<file path="src/rtl/prm_sweep_ctrl.sv">
// Coordinate sweep controller: walks xyzInput over the full {x,y,z} space, aligns
// the checker's delayed result with the issued coordinate, and tallies hit points.
module prm_sweep_ctrl #(
    parameter int XW  = 4,
    parameter int YW  = 5,
    parameter int ZW  = 5,
    parameter int LAT = 2
) (
    input  logic                    CLK,
    input  logic                    RST,
    input  logic                    start,
    input  logic                    abort,
    input  logic [2:0]              sel1_cfg,
    input  logic [7:0]              sel2_cfg,
    input  logic [31:0]             result_imp,
    output logic [XW+YW+ZW-1:0]     xyzInput,
    output logic [2:0]              sel1,
    output logic [7:0]              sel2,
    output logic                    busy,
    output logic                    done,
    output logic [XW+YW+ZW:0]       hit_cnt,
    output logic [XW+YW+ZW-1:0]     first_hit,
    output logic                    first_hit_vld
);
    localparam int N = XW + YW + ZW;
    localparam logic [N-1:0] XYZ_LAST   = '1;
    localparam logic [N-1:0] XYZ_STEP   = 1;
    localparam logic [N:0]   HIT_STEP   = 1;
    localparam logic [2:0]   DRAIN_LAST = 3'(LAT - 1);

    typedef enum logic [1:0] {IDLE, RUN, DRAIN, DONE} state_t;

    state_t       state_reg;
    logic [2:0]   drain_cnt_reg;
    logic         tag_vld_reg [LAT];
    logic [N-1:0] tag_xyz_reg [LAT];
    logic         tag_hit;

    // Tag pipeline: each stage carries the coordinate issued gi+1 cycles ago, so
    // the last stage lines up with the checker result for that coordinate.
    generate
        for (genvar gi = 0; gi < LAT; gi++) begin : g_tag
            if (gi == 0) begin : g_head
                always_ff @(posedge CLK) begin
                    if (RST || abort) begin
                        tag_vld_reg[gi] <= 1'b0;
                    end else begin
                        tag_vld_reg[gi] <= (state_reg == RUN);
                    end
                    tag_xyz_reg[gi] <= xyzInput;
                end
            end else begin : g_body
                always_ff @(posedge CLK) begin
                    if (RST || abort) begin
                        tag_vld_reg[gi] <= 1'b0;
                    end else begin
                        tag_vld_reg[gi] <= tag_vld_reg[gi-1];
                    end
                    tag_xyz_reg[gi] <= tag_xyz_reg[gi-1];
                end
            end
        end
    endgenerate

    // An abort freezes the tallies at whatever was counted before that edge.
    assign tag_hit = tag_vld_reg[LAT-1] && (result_imp != 32'd0) && !abort;

    always_ff @(posedge CLK) begin
        if (RST) begin
            state_reg     <= IDLE;
            drain_cnt_reg <= 3'd0;
            xyzInput      <= '0;
            sel1          <= 3'd0;
            sel2          <= 8'd0;
            busy          <= 1'b0;
            done          <= 1'b0;
            hit_cnt       <= '0;
            first_hit     <= '0;
            first_hit_vld <= 1'b0;
        end else begin
            done <= 1'b0;

            if (tag_hit) begin
                hit_cnt <= hit_cnt + HIT_STEP;
                if (!first_hit_vld) begin
                    first_hit     <= tag_xyz_reg[LAT-1];
                    first_hit_vld <= 1'b1;
                end
            end

            case (state_reg)
                IDLE: begin
                    if (start && !abort) begin
                        state_reg     <= RUN;
                        sel1          <= sel1_cfg;
                        sel2          <= sel2_cfg;
                        xyzInput      <= '0;
                        hit_cnt       <= '0;
                        first_hit     <= '0;
                        first_hit_vld <= 1'b0;
                        busy          <= 1'b1;
                    end
                end
                RUN: begin
                    if (abort) begin
                        state_reg <= IDLE;
                        busy      <= 1'b0;
                    end else if (xyzInput == XYZ_LAST) begin
                        state_reg     <= DRAIN;
                        drain_cnt_reg <= 3'd0;
                    end else begin
                        xyzInput <= xyzInput + XYZ_STEP;
                    end
                end
                DRAIN: begin
                    if (abort) begin
                        state_reg <= IDLE;
                        busy      <= 1'b0;
                    end else if (drain_cnt_reg == DRAIN_LAST) begin
                        state_reg <= DONE;
                        busy      <= 1'b0;
                        done      <= 1'b1;
                    end else begin
                        drain_cnt_reg <= drain_cnt_reg + 3'd1;
                    end
                end
                DONE: begin
                    state_reg <= IDLE;
                end
                default: begin
                    state_reg <= IDLE;
                    busy      <= 1'b0;
                end
            endcase
        end
    end
endmodule
</file>
<file path="config.mk">
export PLATFORM = sky130hd
export DESIGN_NAME = prm_sweep_ctrl
export DESIGN_NICKNAME = d
export VERILOG_FILES = /design/src/rtl/prm_sweep_ctrl.sv
export SDC_FILE = /design/constraint.sdc
export NUM_CORES = 1
export LEC_CHECK = 0
export ABC_AREA = 1
export BUFFER_PORTS_ARGS = -buffer_cell sky130_fd_sc_hd__clkbuf_2
export CORE_MARGIN = 2
export CORE_UTILIZATION = 41
export DETAILED_ROUTE_END_ITERATION = 8
export GPL_TIMING_DRIVEN = 0
export HOLD_SLACK_MARGIN = 0.02
export PLACE_DENSITY = 0.74
export REMOVE_ABC_BUFFERS = 1
export SKIP_CTS_REPAIR_TIMING = 1
export SLEW_MARGIN = 20
export SYNTH_ARGS = -nofsm -noshare
export SYNTH_HDL_FRONTEND = slang
export SYNTH_SLANG_ARGS = --single-unit
export TNS_END_PERCENT = 50
</file>
<file path="constraint.sdc">
create_clock -name CLK -period 1.75 [get_ports CLK]
set_clock_uncertainty 0.1 [all_clocks]
set_input_delay 0.175 -clock CLK [delete_from_list [all_inputs] [get_ports CLK]]
set_output_delay 0.175 -clock CLK [all_outputs]
set_load 0.01 [all_outputs]
</file>
# Word level (Yosys, flattened, before mapping)
# Memory sizes are Yosys's and may differ from the RTL's.
# Index checks and enable logic that the tools add are counted.
# W data, S select, Z words.
# word_totals
reg_bits	62
ram_bits	30
inputBits	47
output_inout_bits	57
word_cells	84
mem_count	2
# op_classes
addsub	3
eq_ne	14
n_mux	36
bitwise	3
n_reduce_logical	16
# memory_table
memory	depth	word_bits	rd	rd_ports_with_merged_regs	write_ports	line_no	rtl
tag_xyz_reg	2	14	2	0	2	36	logic [N-1:0] tag_xyz_reg [LAT];
tag_vld_reg	2	1	2	0	2	35	logic tag_vld_reg [LAT];
# ops
op	count
$mux W14	7
$mux W15	3
$reduce_bool A32 Y1	1
$pmux W14 S2	1
$add A15 B1 Y15 const B	1
$add A14 B1 Y14 const B	1
$eq A14 B14 Y1 const B	1
$mux W1	13
$mux W3	4
$ne A2 B2 Y1 const B	6
$mux W2	5
$pmux W2 S4	1
$reduce_and A4 Y1	2
$pmux W3 S2	1
$reduce_and A5 Y1	1
$eq A2 B2 Y1 const B	2
$reduce_bool A2 Y1	2
$add A3 B1 Y3 const B	1
$eq A3 B1 Y1 const B	1
$logic_and A1 B1 Y1	3
$ne A3 B2 Y1 const B	1
$ne A3 B3 Y1 const B	1
$pmux W1 S3	1
$reduce_and A3 Y1	1
10 further kinds	11

# Longest topological paths before layout
# Gate-level depths: netlist (run 1).
# logic_depth
word_depth	6
mapped_depth	11
depth_no_buf	11

# Least setup slack after synthesis (run 1)
# No wires, ideal clock.
# synth_path
path_kind	reg2reg
startpoint	reg xyzInput[0]
endpoint	reg xyzInput[9]
setup_ps	131
t_arrival_ps	1452
required_time_ps	1519
setup_slack_ps	68
stages_incl_launch_ff	12
path_buffers	1
period_less_slack_ps	1682
cell_sequence	dfxtp_1 -> ha_1 -> nand3_2 -> inv_2 -> nand2_2 -> clkinv_1 -> nand3_2 -> nand3_4 -> inv_2 -> buf_6 -> nand2_1 -> a21oi_2
# synth_between
elab_chain_len	4
elab_cells_between_ends	7
classes_between	add/sub (1); eq/ne (2); mux (3); reduce/logical (1)
# synth_rtl
item	line_no	rtl
start: declaration	16	output logic [XW+YW+ZW-1:0] xyzInput,
start signal: assignment	112	xyzInput <= xyzInput + XYZ_STEP;
$add A14 B1 Y14	112	
$mux W14	108	end else if (xyzInput == XYZ_LAST) begin
$mux W14	105	if (abort) begin
$pmux W14 S2	91	case (state_reg)
# Parallel ways exist; a longest one is shown, timed or not. The select of a mux whose other input is x is not followed.
# A chain may end at the register's enable or synchronous reset.

# Final worst setup path (run 1)
# layout_path
startpoint	reg xyzInput[0]
endpoint	reg xyzInput[12]
# The elaborated chain is that of the path after synthesis.

==> run metrics, run 1 <==
VDD IR max between 0.7 and 0.8 mV; IO Count roughly 100; fin crit share 1.00; Std-Cell Rows 36; Hold Crit Class in2reg; area delta synth->final 33.7%; CP endpoint kind flop; final hold vios 0; mux contribution to synthesized area 0; Max-cap violations 0; critical path class reg2reg; Synth area leader dfxtp_1; Clock Tree Buf Depth 2; htree depth 3; synthesized cell area between 3000 and 4000 um2; via count 3,910; Critical Path RT 1.88 ns; Initial Utilization 0.416; number of enable flip-flop cells after synthesis 0; R2R Path Start xyzInput[0]$_SDFFE_PP0P_; Final ANT Viol Nets 0; Hold Crit Start abort; die area around 11,000 um2; CTS root buf clkbuf_8; Reg clk slew, reported paths 0.10 ns; DRC violations left 0; Synth Area in Adders 0.0219; dpl cell area 4580 um2; detailed placer's ending HPWL 6.16 mm; worst-path maximum fanout 7; Synth area leaders dfxtp_1 46%, nand2_1 14%, nor2_1 9.1%, inv_1 6.3%, a21oi_1 5.0%; GPL Wtd Cong between 0.8 and 0.9; cts bufs inserted 9; TritonCTS clock tree done; layout cell share with drive strength beyond 1 0.294; ant diodes 0; outcome finished, violations left; Cell Pwr Density 1110 nW/um2; Final min period between 1.5 and 2 ns; Placed Cells around 780; failing checks negative setup slack; Finished Layout Cells 836; Initial DRT Pass Iterations 5; fin nets roughly 750; Max Clock Freq approximately 570 MHz; Die Y 103 um; vias per cell approximately 4.7; total gr overflow 0; main combinational cell family by area after synthesis simple AND/OR/NAND/NOR gates; number of global-route vias before repair 3,248; final total power a little under 0.006 W; clock sink count 92; cell count after synthesis between 500 and 600; Final Cell Area approximately 5300 um2; simple-gate share of the synthesized area 0.333; most frequent cells in the layout 147 x nand2_1, 103 x clkbuf_2, 90 x nor2_1; Core Box Area 9590 um2; area share of the largest cell type after synthesis 0.461; top_reg_cell synth dfxtp_1; final setup violating endpoints 2; Worst-Skew Late Latency about 0.37 ns; sum of negative setup slack -0.000262 ns; number of flip-flops in the largest register 28; relative slew slack 0.496; Synth Area in Compound Gates 0.0661; fin. max-slew vios 0; Die X 103 um; setup ws final -0.000228 ns; Worst Setup SP xyzInput[0]$_SDFFE_PP0P_; first-pass GRT wire length around 14 mm; R2R cell count 10; Worst-Margin Slew between 0.7 and 0.8 ns; FF+latch count, synth 92; FFs w/ async S/R, synth 0; total wire length 10.1 mm; Tot GR Track Use 0.166; RSZ-0062 raised after global routing yes; Worst setup SP type flop; yosys warns 0; Routed WL per cell about 12 um; commonest non-fill, non-tap cell in the layout nand2_1; largest net degree at the start of global routing 31; Pleak approximately 2.4 nW; initial antenna violation count 0; hold path depth 3; XOR/XNOR share of the synthesized area 0.0263; Syn Area/Cell ~7.1 um2; Yosys cell types 30; WP data arrival between 1.5 and 2 ns; port buffer count about 100; Iter 0 DRT Violations ~190; sequential area share after synthesis 0.461
-- per-stage QoR --
stage,hold slack [ns],worst slack (ns),util
final,0.148,-0.000228,0.557
after CTS,-0.0625,-1.04,0.498
after detailed placement,0.212,-1.16,0.477
after global placement,0.210,-1.11,0.477
after global routing,0.154,-0.0693,0.557
after floorplan,0.137,-0.298,-
-- synthesized netlist by cell type, types with 4 or more instances --
cell      number
a21oi_1       40
buf_4          4
clkbuf_1       7
dfxtp_1       92
ha_1           7
inv_1         67
nand2_1      154
nand3_1       27
nand4_1       11
nor2_1        97
nor3_1         5
o21ai_0        8
xnor2_1        4
xor2_1         8
-- layout make-up --
class,count,area [um2]
sequential,92,1870
clock buffer,9,124
fill,862,4250
inverter,72,294
clock inverter,7,72.6
tap,133,166
timing repair buffer,138,842
timing repair inverter,2,13.8
multi-input combinational,383,1960
-- report_power, final --
group,internal (W),leakage [nW],switching (W)
Sequential,0.00226,0.751,0.000106
Combinational,0.000912,1.56,0.00122
Clock,0.000564,0.0974,0.000856
Total,0.00373,2.41,0.00218
-- critical path, cell delays in order (launching register included) --
cell and delay, ns:
dfxtp_4 0.38, ha_4 0.18, nand3_4 0.10, inv_4 0.04, nand2_4 0.06, clkinvlp_4 0.12, nand3_4 0.12, nand3_4 0.20
buf_6 0.19, nand2_1 0.06, a21oi_2 0.05
-- kinds of logic (layout without fill, tap and decap cells) --
kind of cell,after synthesis,after routing
XOR/XNOR,12,12
adder cells (fa/ha/maj),7,7
buffers and inverters,88,228
flip-flops,92,92
AO/OA/AOI/OAI,51,51
AND/OR/NAND/NOR,312,313
-- final timing paths --
kind / endpoint / slack, ns
worst max-delay path: xyzInput[12]$_SDFFE_PP0P_ / -0.0002
worst min-delay path: tag_vld_reg[1]$_SDFF_PP0_ / 0.15
worst max register to register: xyzInput[12]$_SDFFE_PP0P_ / -0.0002
worst min register to register: tag_xyz_reg[0][20]$_DFF_P_ / 0.23
-- metal layers --
metal,vias up,wire length [um],global-route usage
li1,2015,-,-
met1,1745,4320,0.206
met2,140,4940,0.274
met3,10,719,0.0515
met4,0,87,0.0605
met5,-,0,0
Note: power is estimated with default switching activity, not from simulation.
==> inputs of run 2 (changes only) <==
Settings changed: CORE_UTILIZATION 41 to 53, PLACE_DENSITY 0.74 to 0.89.
Clock period 1.75 ns to 1.8 ns, I/O delays scaled along.
==> run metrics, run 2 (synthesis results as in run 1) <==
outcome complete, no violations; Initial DRT Pass Iterations 5; largest net degree at the start of global routing 31; ant diodes 0; area delta synth->final 26.7%; initial antenna violation count 0; detailed placer's ending HPWL 6.48 mm; CP endpoint kind flop; DRC violations left 0; worst reg-to-reg setup slack approximately 0.0013 ns; hold path depth 5; final total power between 0.005 and 0.006 W; critical path class reg2reg; Initial Utilization 0.548; relative slew slack 0.583; Std-Cell Rows 31; htree depth 3; vias per cell ~5.0; Routed WL per cell between 10 and 15 um; Final min period ~1.8 ns; Multi-input gate area approximately 1900 um2; Top delay family on crit path flip-flops; cts bufs inserted 9; register area 1850 um2; number of flip-flops in the largest register 28; port buffer count just over 100; total gr overflow 0; Final Cell Area between 5000 and 6000 um2; final hold vios 0; R2R Path Start state_reg[0]$_SDFFE_PP0P_; Finished Layout Cells 787; Cell Pwr Density approximately 1100 nW/um2; Max Clock Freq about 560 MHz; critical path cell sequence inv_1, ha_1, inv_2, nor2_1, nand2_1, nand2_1, inv_1, nand2_1, o21ai_0, a21oi_1; via count around 3,900; Tot GR Track Use 0.226; die area 8250 um2; Die Y roughly 91 um; Worst setup SP type flop; Reg-to-Reg End state_reg[1]$_SDFFE_PP0P_; Max-cap violations 0; worst-path maximum fanout 6; Worst-Skew Late Latency around 0.37 ns; filler instances approximately 570; commonest non-fill, non-tap cell in the layout nand2_1; fin. max-slew vios 0; Hold Crit Class in2reg; Crit path depth 10; clock sink count between 90 and 100; GPL Wtd Cong around 0.92; Iter 0 DRT Violations ~240; Worst path max stage delay 0.41 ns; Critical Path RT a little under 2 ns; Reg clk slew, reported paths approximately 0.10 ns; Final ANT Viol Nets 0; TritonCTS clock tree done; Placed Cells ~750; CP bufs+invs 3; layout cell share with drive strength beyond 1 0.241; number of global-route vias before repair roughly 3,500; R2R cell count 10; Pleak 2.30 nW; VDD IR max about 0.74 mV; first-pass GRT wire length about 15 mm; Core Box Area between 7000 and 8000 um2; crit-path most repeated cell nand2_1; most frequent cells in the layout 152 x nand2_1, 103 x clkbuf_2, 93 x nor2_1; Die X slightly above 90 um; dpl cell area 4540 um2; fin crit share 0.999; IO Count around 100; total wire length ~10 mm; Worst path slowest cell dfxtp_1; final setup violating endpoints 0; Clock Tree Buf Depth 2; Worst-Margin Slew 0.625 ns; CP endpoint state_reg[1]$_SDFFE_PP0P_; Worst Setup SP state_reg[0]$_SDFFE_PP0P_; WP data arrival approximately 2 ns; CTS root buf clkbuf_8; fin nets approximately 740
[run 2: layout make-up]
class,instances,area share
timing repair inverter,1,0.00148
inverter,72,0.0564
timing repair buffer,125,0.145
clock inverter,7,0.0148
tap,99,0.0245
multi-input combinational,382,0.368
sequential,92,0.365
clock buffer,9,0.0245
[run 2: report_power, final]
part	internal [W]	total (W)	switching [W]	leakage (nW)
Clock	0.000549	0.00137	0.000825	0.0985
Sequential	0.00219	0.00229	0.0000979	0.745
Combinational	0.000684	0.00169	0.00101	1.46
[run 2: layer usage]
layer | global-route usage | wire, um | up-vias
li1 | - | - | 1978
met1 | 0.259 | 4020 | 1751
met2 | 0.404 | 5110 | 156
met3 | 0.0584 | 706 | 14
met4 | 0.0821 | 149 | 0
met5 | 0 | 0 | -
[run 2: how the worst min path moves through the flow]
stage                               start                          to  slack [ns]
2_1_floorplan                         RST    xyzInput[9]$_SDFFE_PP0P_        0.14
3_3_place_gp   tag_xyz_reg[0][10]$_DFF_P_  tag_xyz_reg[0][24]$_DFF_P_        0.21
3_5_place_dp    tag_xyz_reg[0][1]$_DFF_P_  tag_xyz_reg[0][15]$_DFF_P_        0.21
4_1_cts                       sel2_cfg[2]        sel2[2]$_SDFFE_PP0P_       -0.06
5_1_grt                             abort   tag_vld_reg[0]$_SDFF_PP0_        0.19
6_report                            start        sel1[2]$_SDFFE_PP0P_        0.15
[run 2: worst min-delay path: stages]
cell,delay (ns)
clkbuf_2,0.08
inv_1,0.05
nor2_2,0.10
nand3_1,0.09
a21oi_1,0.06
[run 2: through the flow]
step            util  setup TNS (ns)  hold WS (ns)  setup slack [ns]
2_1_floorplan      -           -3.19         0.142            -0.248
3_3_place_gp   0.622          -26.58         0.210             -1.03
3_5_place_dp   0.622          -30.47         0.212             -1.10
4_1_cts        0.649          -27.34       -0.0628            -0.999
5_1_grt        0.694          -0.753         0.193           -0.0970
6_report       0.694               0         0.145           0.00130
